--- config.mk ---
export PLATFORM = sky130hd
export DESIGN_NAME = counter_sweep_ctrl
export DESIGN_NICKNAME = d
export VERILOG_FILES = /design/src/rtl/counter_sweep_ctrl.sv
export SDC_FILE = /design/constraint.sdc
export NUM_CORES = 1
export LEC_CHECK = 0
export ABC_AREA = 1
export BUFFER_PORTS_ARGS = -buffer_cell sky130_fd_sc_hd__clkbuf_2
export CORE_MARGIN = 2
export CORE_UTILIZATION = 50
export DETAILED_ROUTE_END_ITERATION = 6
export PLACE_DENSITY = 0.74
export SYNTH_ARGS = -nofsm -noshare
export SYNTH_HDL_FRONTEND = slang
export SYNTH_SLANG_ARGS = --single-unit
--- constraint.sdc ---
create_clock -name clk -period 2.1 [get_ports clk]
set_clock_uncertainty 0.1 [all_clocks]
set_input_delay 0.315 -clock clk [delete_from_list [all_inputs] [get_ports clk]]
set_output_delay 0.315 -clock clk [all_outputs]
set_load 0.01 [all_outputs]
--- src/rtl/counter_sweep_ctrl.sv ---
// counter_sweep_ctrl
// Sequencing controller for the 10-bit wrap counter on the GPIO path. On an
// accepted start it sweeps the value 0..limit. Each value is offered over a
// valid/ready handshake. After each transfer an optional prescale gap of div
// cycles is inserted. Single mode stops after one sweep and pulses done.
// Continuous mode restarts from 0 until stop. Completed sweeps are tallied
// in a saturating counter.
//
// Ports:
//   clk         clock, all state updates on the rising edge
//   reset       asynchronous reset, active low
//   start       sweep request, ignored while busy
//   stop        abort request, acts in RUN/WAIT
//   mode        0 = single sweep, 1 = continuous (captured on start)
//   limit       inclusive terminal value (captured on start)
//   div         prescale gap in cycles between values (captured on start)
//   data        current counter value
//   data_valid  data is offered for transfer
//   data_ready  downstream accept; transfer = data_valid & data_ready
//   busy        high while a sweep is running (RUN or WAIT)
//   done        one-cycle pulse when a single-mode sweep completes
//   sweeps      completed sweeps since reset, saturating
module counter_sweep_ctrl #(
    parameter int WIDTH   = 10,
    parameter int DIV_W   = 8,
    parameter int SWEEP_W = 16
) (
    input  logic               clk,
    input  logic               reset,
    input  logic               start,
    input  logic               stop,
    input  logic               mode,
    input  logic [WIDTH-1:0]   limit,
    input  logic [DIV_W-1:0]   div,
    output logic [WIDTH-1:0]   data,
    output logic               data_valid,
    input  logic               data_ready,
    output logic               busy,
    output logic               done,
    output logic [SWEEP_W-1:0] sweeps
);

    typedef enum logic [1:0] {
        ST_IDLE,
        ST_RUN,
        ST_WAIT
    } state_t;

    state_t             state, state_nxt;
    logic               mode_r, mode_nxt;
    logic [WIDTH-1:0]   limit_r, limit_nxt;
    logic [DIV_W-1:0]   div_r, div_nxt;
    logic [DIV_W-1:0]   count, count_nxt;
    logic [WIDTH-1:0]   next_val, next_val_nxt;
    logic [WIDTH-1:0]   data_nxt;
    logic [SWEEP_W-1:0] sweeps_nxt;
    logic               done_nxt;
    logic               transfer;
    logic               last;
    logic [WIDTH-1:0]   succ;

    assign transfer = data_valid & data_ready;
    assign last     = (data == limit_r);
    // The value after limit is 0; no value past limit is ever produced.
    assign succ     = last ? '0 : data + WIDTH'(1);

    // Next-state and datapath decisions. A transfer that coincides with stop
    // is still fully accounted (tally and done); stop only overrides where
    // the controller goes next.
    always_comb begin
        state_nxt    = state;
        mode_nxt     = mode_r;
        limit_nxt    = limit_r;
        div_nxt      = div_r;
        count_nxt    = count;
        next_val_nxt = next_val;
        data_nxt     = data;
        sweeps_nxt   = sweeps;
        done_nxt     = 1'b0;

        case (state)
            ST_IDLE: begin
                if (start && !stop) begin
                    state_nxt = ST_RUN;
                    mode_nxt  = mode;
                    limit_nxt = limit;
                    div_nxt   = div;
                    data_nxt  = '0;
                    count_nxt = '0;
                end
            end

            ST_RUN: begin
                if (transfer) begin
                    if (last && (sweeps != {SWEEP_W{1'b1}})) begin
                        sweeps_nxt = sweeps + SWEEP_W'(1);
                    end
                    if (last && !mode_r) begin
                        state_nxt = ST_IDLE;
                        done_nxt  = 1'b1;
                    end else if (div_r == '0) begin
                        data_nxt = succ;
                    end else begin
                        // The transfer cycle counts as the first gap tick, so
                        // the gap lasts exactly div cycles.
                        state_nxt    = ST_WAIT;
                        next_val_nxt = succ;
                        count_nxt    = DIV_W'(1);
                    end
                end
                if (stop) begin
                    state_nxt = ST_IDLE;
                    data_nxt  = data;
                end
            end

            ST_WAIT: begin
                if (stop) begin
                    state_nxt = ST_IDLE;
                end else if (count == div_r) begin
                    state_nxt = ST_RUN;
                    data_nxt  = next_val;
                    count_nxt = '0;
                end else begin
                    count_nxt = count + DIV_W'(1);
                end
            end

            default: begin
                state_nxt = ST_IDLE;
            end
        endcase
    end

    // State and output registers. valid/busy are decoded from the next state
    // so that every output comes straight from a flop.
    always_ff @(posedge clk or negedge reset) begin
        if (!reset) begin
            state      <= ST_IDLE;
            mode_r     <= 1'b0;
            limit_r    <= '0;
            div_r      <= '0;
            count      <= '0;
            next_val   <= '0;
            data       <= '0;
            data_valid <= 1'b0;
            busy       <= 1'b0;
            done       <= 1'b0;
            sweeps     <= '0;
        end else begin
            state      <= state_nxt;
            mode_r     <= mode_nxt;
            limit_r    <= limit_nxt;
            div_r      <= div_nxt;
            count      <= count_nxt;
            next_val   <= next_val_nxt;
            data       <= data_nxt;
            data_valid <= (state_nxt == ST_RUN);
            busy       <= (state_nxt != ST_IDLE);
            done       <= done_nxt;
            sweeps     <= sweeps_nxt;
        end
    end

endmodule

==> impl_metrics.py, run 1 <==
metrics = {
    "status": {
        "status": "completed",
    },
    "place": {
        "post-place-ws_ns": -0.0190,
        "dp_hpwl_mm": 6.75,
        "place_congestion": 0.956,
        "dpl_cell_area_mm2": 0.00425,
        "io_buffers": 52,
    },
    "layout": {
        "drive_gt1_share_pct": 21.0,
        "area_growth_pct": 18.1,
        "final_cell_area_mm2": 0.00451,
        "n_antenna_cell": 0,
        "fill_cells": 632,
        "final_core_util_pct": 61.5,
        "final_nets": 598,
    },
    "routing": {
        "wire_per_inst_um": 13.3,
        "drtAntennaViolNets": 0,
        "vias": 3464,
        "drc": 0,
        "drt_iter0_drc": 153,
        "routed_wl_mm": 8.93,
        "via_per_inst": 5.16,
        "dr.pass1.iters": 5,
    },
    "synth": {
        "yosys.cell_types.count": 36,
        "synth_top_area_share_pct": 44.6,
        "ys_seq_area_share_pct": 44.6,
        "ys_async_sr_fraction_pct": 100,
        "synthMostInstantiatedCell": "nand2_1",
        "synth_area_leaders": "dfrtp_1 45%, nand2_1 15%, inv_1 4.9%",
        "synthTopCellsByCount": "153 x nand2_1, 68 x dfrtp_1, 50 x inv_1, 42 x nor2_1, 34 x nand3_1",
        "synth_edf_count": 0,
        "synthFlopType": "dfrtp_1",
        "synthCells": 496,
        "yosysTopAreaCell": "dfrtp_1",
        "synth.ff_latch_count": 68,
        "syn_avg_cell_area_um2": 7.70,
        "syn-num-nets": 527,
        "ys_warn_count": 0,
        "syn_area_mm2": 0.00382,
    },
    "power": {
        "switching_share_pct": 41.4,
        "intPower_mw": 3.04,
        "irDropWorstVdd_mv": 0.734,
        "clkPwrFrac_pct": 19.8,
        "power_density_mw_per_mm2": 1150,
        "seqPwrFrac_pct": 39.3,
        "finalPower_mw": 5.18,
        "leakage_nw": 2.27,
        "switching_power_mw": 2.14,
        "combPwrFrac_pct": 40.9,
    },
    "die": {
        "core_area_mm2": 0.00733,
        "rows": 31,
        "die_w_um": 91.4,
        "pin_count": 53,
        "fp.dieH_um": 91.4,
        "initial_core_util_pct": 52.1,
        "dieArea_mm2": 0.00835,
    },
    "timing": {
        "worst_pin_slew_ns": 0.642,
        "rsz0062_at_grt": "no",
        "period_needed_ns": 1.98,
        "setup_viol": 0,
        "fmax_mhz": 505,
        "timing.hold.ws_ns": 0.0605,
        "finalCritPeriodShare_pct": 94.3,
        "setup_ws_ns": 0.120,
        "maxSlewHeadroom_pct": 57.2,
        "finalMaxSlewViolations": 0,
        "hold_violations": 0,
    },
    "clock_network": {
        "clockBufferDepth": 2,
        "htreeDepth": 3,
        "numClockSinks": 68,
        "cts.root.buffer_cell": "clkbuf_8",
        "cts_tree": "built",
        "path_clk_slew_ns": 0.08,
        "insertion_delay_ns": 0.35,
        "numCtsBuffers": 9,
    },
    "grt": {
        "grt_antenna_before_repair": 0,
        "grt_pass1_wl_mm": 15.2,
        "gr-usage-all-layers_pct": 22.5,
        "grt_max_degree": 26,
        "grt_pass1_vias": 3288,
        "overflow": 0,
    },
    "worst_setup_path": {
        "crit_type": "reg2reg",
        "cp_max_fo": 10,
        "critPathCaptureType": "register",
        "worstPathArrival_ns": 2.10,
        "rr_worst_depth": 10,
        "crit_required_ns": 2.22,
        "cp-start-kind": "register",
    },
    "worst_hold_path": {
        "min_path_type": "in2reg",
        "holdPathStages": 3,
    },
    "run": {
        "drv_cap": 0,
    },
}
==> registers in the layout, indices dropped and copies added, names as in the netlist <==
register,cells
done,1
sweeps,16
mode_r,1
busy,1
data_valid,1
state,2
data,10
count,8
limit_r,10
div_r,8
next_val,10
==> cell families (layout without fill, tap and decap cells) <==
| kind of cell | count (synthesis) | count (layout) | synth area share, % |
|---|---|---|---|
| AND/OR/NAND/NOR | 262 | 262 | 29.3 |
| buffers and inverters | 69 | 145 | 7.54 |
| flip-flops | 68 | 68 | 44.6 |
| AO/OA/AOI/OAI | 60 | 60 | 9.47 |
| XOR/XNOR | 30 | 30 | 6.88 |
| adder cells (fa/ha/maj) | 7 | 7 | 2.29 |
==> power by group through the flow <==
stage               sequential [mW]  clock [mW]  combinational [mW]
floorplan                      2.04           0                1.52
global placement               2.04           0                2.04
CTS                            2.04        1.04                2.11
detailed placement             2.06           0                2.10
finish                         2.04        1.03                2.12
global route                   2.09        1.09                2.39
==> path summary, 6_finish.rpt <==
| kind | start | to | slack (ns) |
|---|---|---|---|
| worst max-delay path | sweeps[0]$_DFFE_PN0P_ | sweeps[9]$_DFFE_PN0P_ | 0.12 |
| worst min-delay path | div[2] | div_r[2]$_DFFE_PN0P_ | 0.06 |
| worst max register to register | sweeps[0]$_DFFE_PN0P_ | sweeps[9]$_DFFE_PN0P_ | 0.12 |
| worst min register to register | next_val[9]$_DFFE_PN0P_ | next_val[9]$_DFFE_PN0P_ | 0.39 |
| max in group asynchronous | reset | sweeps[12]$_DFFE_PN0P_ | 0.91 |
| min in group asynchronous | reset | div_r[2]$_DFFE_PN0P_ | 0.42 |
==> critical path: stages (launching register included) <==
cell     delay [ns]
dfrtp_1        0.42
ha_1           0.24
inv_1          0.12
nor2_2         0.08
nand3_1        0.12
nor2_1         0.06
nor2_2         0.14
nand2_4        0.12
nor3_4         0.18
nand2_1        0.12
xnor2_1        0.14
==> layout make-up <==
cell class | instances | area (um2) | share of cell area, %
multi-input cells | 359 | 1850 | 41.0
flip-flops and latches | 68 | 1700 | 37.8
repair buffers | 70 | 423 | 9.38
inverters | 59 | 223 | 4.94
clock buffers | 13 | 169 | 3.74
well taps | 99 | 124 | 2.75
clock inverters | 3 | 20.0 | 0.444
==> routing by layer <==
| metal | global-route usage [%] | vias to the layer above | part of all wire, % |
|---|---|---|---|
| met2 | 36.5 | 99 | 49 |
| met3 | 4.15 | 16 | 5.2 |
| met5 | 0 | - | 0 |
| met1 | 29.5 | 1645 | 44 |
| li1 | - | 1704 | - |
| met4 | 9.72 | 0 | 1.9 |
==> cells in the final DEF (no fill, tap or decap), types with 8 or more instances in the layout <==
cell	synthesis	layout
clkbuf_8	0	12
inv_1	50	50
o21ai_1	13	13
clkbuf_2	0	51
xor2_1	13	13
nor2_1	42	39
o21ai_0	27	27
dfrtp_1	68	66
nor3_1	8	8
inv_2	8	8
buf_4	1	15
nand3_1	34	34
nand2_1	153	153
xnor2_1	17	17
==> stage by stage <==
| stage | TNS, ns | cells |
|---|---|---|
| floorplan | 0 | 496 |
| global placement | 0 | 649 |
| detailed placement | -0.0316 | 649 |
| CTS | 0 | 666 |
| global route | 0 | 671 |
| finish | 0 | 671 |
==> what timing repair did <==
action / CTS / global route
resized for setup: 2 / 5
buffers inserted: 0 / 5
hold endpoints to repair: 23 / 0
setup endpoints to repair: 4 / 15
hold buffers: 1 / 0
pin swaps: 0 / 3
Power figures use the tool's default switching activity.
==> inputs of run 2 (changes only) <==
BUFFER_PORTS_ARGS = -buffer_cell sky130_fd_sc_hd__buf_4   (was -buffer_cell sky130_fd_sc_hd__clkbuf_2)
SLEW_MARGIN = 40   (was unset)
==> run 2 against run 1 <==
- fmax down 0.58%
- non-clock buffer count up 4
- worst hold slack better by 0.0049 ns
- core utilization up 2.1 points
- first-iteration DRC count up 42%
- via count down 0.84%
- count of clock-buffer cells in the layout down 2
- die area unchanged
- power up 2.8%
- setup slack worse by 0.012 ns
==> impl_metrics.py, run 2 (synthesized netlist as in run 1, its figures left out) <==
metrics = {
    "worst_setup_path": {
        "path_buf_inv": 2,
        "worstPathArrival_ns": 2.11,
        "critPathSlowestCell": "dfrtp_1",
        "rr_worst_depth": 10,
        "crit_family": "simple AND/OR/NAND/NOR gates",
        "crit_type": "reg2reg",
        "regToRegSetupSlack_ns": 0.11,
        "reg2reg_from": "data[3]$_DFFE_PN0P_",
        "reg2reg_to": "sweeps[7]$_DFFE_PN0P_",
        "crit_start": "data[3]$_DFFE_PN0P_",
        "crit_required_ns": 2.22,
        "cp_max_fo": 13,
        "crit_cells": 10,
        "critPathMaxStageDelay_ns": 0.42,
        "path_cells": "inv_2 -> or2_0 -> nand3_2 -> nor2_4 -> nand2_4 -> inv_4 -> nand2_4 -> nor3_4 -> nand2_1 -> xor2_1",
        "endpoint": "sweeps[7]$_DFFE_PN0P_",
        "critPathCaptureType": "register",
        "cpMostUsedCell": "nand2_4",
        "cp-start-kind": "register",
    },
    "layout": {
        "largest_reg_flops": 16,
        "drive_gt1_share_pct": 22.4,
        "final_cell_mix": "153 x nand2_1, 72 x buf_4, 66 x dfrtp_1",
        "top_register": "sweeps",
        "area_growth_pct": 22.2,
        "fill_cells": 624,
        "n_antenna_cell": 0,
        "final_nets": 602,
        "layout_commonest_cell": "nand2_1",
    },
    "status": {
        "status": "completed",
    },
    "clock_network": {
        "cts_tree": "built",
        "numClockSinks": 68,
        "htreeDepth": 3,
        "cts.root.buffer_cell": "clkbuf_8",
        "numCtsBuffers": 9,
        "clockBufferDepth": 2,
        "insertion_delay_ns": 0.34,
        "path_clk_slew_ns": 0.08,
    },
    "timing": {
        "hold_violations": 0,
        "worst_pin_slew_ns": 0.481,
        "fin_tns_setup_ns": 0,
        "finalCritPeriodShare_pct": 94.8,
        "setup_viol": 0,
        "maxSlewHeadroom_pct": 67.8,
        "finalMaxSlewViolations": 0,
        "fmax_mhz": 502,
        "timing.hold.ws_ns": 0.0654,
        "rsz0062_at_grt": "yes",
        "period_needed_ns": 1.99,
    },
    "grt": {
        "grt_pass1_wl_mm": 15.1,
        "grt_antenna_before_repair": 0,
        "grt_pass1_vias": 3421,
        "gr-usage-all-layers_pct": 22.4,
        "grt_max_degree": 37,
        "overflow": 0,
    },
    "power": {
        "intPower_mw": 3.12,
        "power_density_mw_per_mm2": 1140,
        "combPwrFrac_pct": 43.8,
        "irDropWorstVdd_mv": 0.629,
        "clkPwrFrac_pct": 18.3,
        "leakage_nw": 2.33,
        "seqPwrFrac_pct": 37.9,
        "switching_share_pct": 41.4,
        "finalPower_mw": 5.33,
        "switching_power_mw": 2.21,
    },
    "routing": {
        "routed_wl_mm": 8.86,
        "wire_per_inst_um": 13.1,
        "drc": 0,
        "via_per_inst": 5.09,
        "vias": 3435,
        "drtAntennaViolNets": 0,
        "drt_iter0_drc": 218,
        "dr.pass1.iters": 5,
    },
    "worst_hold_path": {
        "min_path_type": "in2reg",
        "worstHoldStart": "limit[0]",
        "holdPathStages": 3,
    },
    "run": {
        "drv_cap": 0,
    },
    "die": {
        "core_area_mm2": 0.00733,
        "fp.dieH_um": 91.4,
        "dieArea_mm2": 0.00835,
        "pin_count": 53,
        "initial_core_util_pct": 52.1,
        "rows": 31,
        "die_w_um": 91.4,
    },
    "place": {
        "io_buffers": 52,
        "dp_hpwl_mm": 6.69,
        "place_congestion": 0.898,
    },
}
run 2: metrics by stage:
| stage | std cells | worst slack [ns] | instance area, um2 | utilization [%] |
|---|---|---|---|---|
| final | 675 | 0.108 | 4670 | 63.6 |
| after global routing | 675 | -0.0491 | 4670 | 63.6 |
| after CTS | 670 | 0.0260 | 4590 | 62.6 |
| after detailed placement | 653 | 0.0626 | 4400 | 60.0 |
| after global placement | 653 | 0.0714 | 4400 | 60.0 |
| after floorplan | 496 | 0.156 | 3820 | - |
run 2: how the worst min path moves through the flow:
stage	end
after floorplan	busy$_DFF_PN0_
after global placement	div_r[3]$_DFFE_PN0P_
after detailed placement	div_r[2]$_DFFE_PN0P_
after CTS	limit_r[0]$_DFFE_PN0P_
after global routing	div_r[2]$_DFFE_PN0P_
final	limit_r[0]$_DFFE_PN0P_
run 2: worst min-delay path, stage by stage:
cell and delay [ns]:
buf_4 0.07, nand2_1 0.04, nand2_1 0.05
run 2: power groups by stage:
| stage | sequential [mW] | clock, mW | combinational [mW] |
|---|---|---|---|
| global route | 2.07 | 1.06 | 2.62 |
| floorplan | 2.04 | 0 | 1.52 |
| finish | 2.02 | 0.975 | 2.34 |
| global placement | 2.04 | 0 | 2.17 |
| detailed placement | 2.04 | 0 | 2.23 |
| CTS | 2.02 | 1.00 | 2.24 |
run 2: repair_timing:
item,in CTS,in global routing
hold buffers,1,0
buffers inserted,0,5
setup endpoints to repair,0,18
resized for setup,0,15
endpoints found under the hold margin,34,0
run 2: routing by layer:
layer / up-vias / wire length (um) / track usage, %
met5: - / 0 / 0
li1: 1718 / - / -
met3: 14 / 278 / 4.56
met4: 0 / 146 / 7.20
met1: 1640 / 4020 / 28.7
met2: 63 / 4420 / 37.9
run 2: final cells by class:
class                      count  area, um2  share of cell area, %
timing repair buffer          74        571                   12.2
multi-input combinational    359       1860                   39.9
tap                           99        124                   2.65
clock buffer                  11        141                   3.03
clock inverter                 5       36.3                  0.778
inverter                      59        226                   4.85
sequential                    68       1700                   36.5
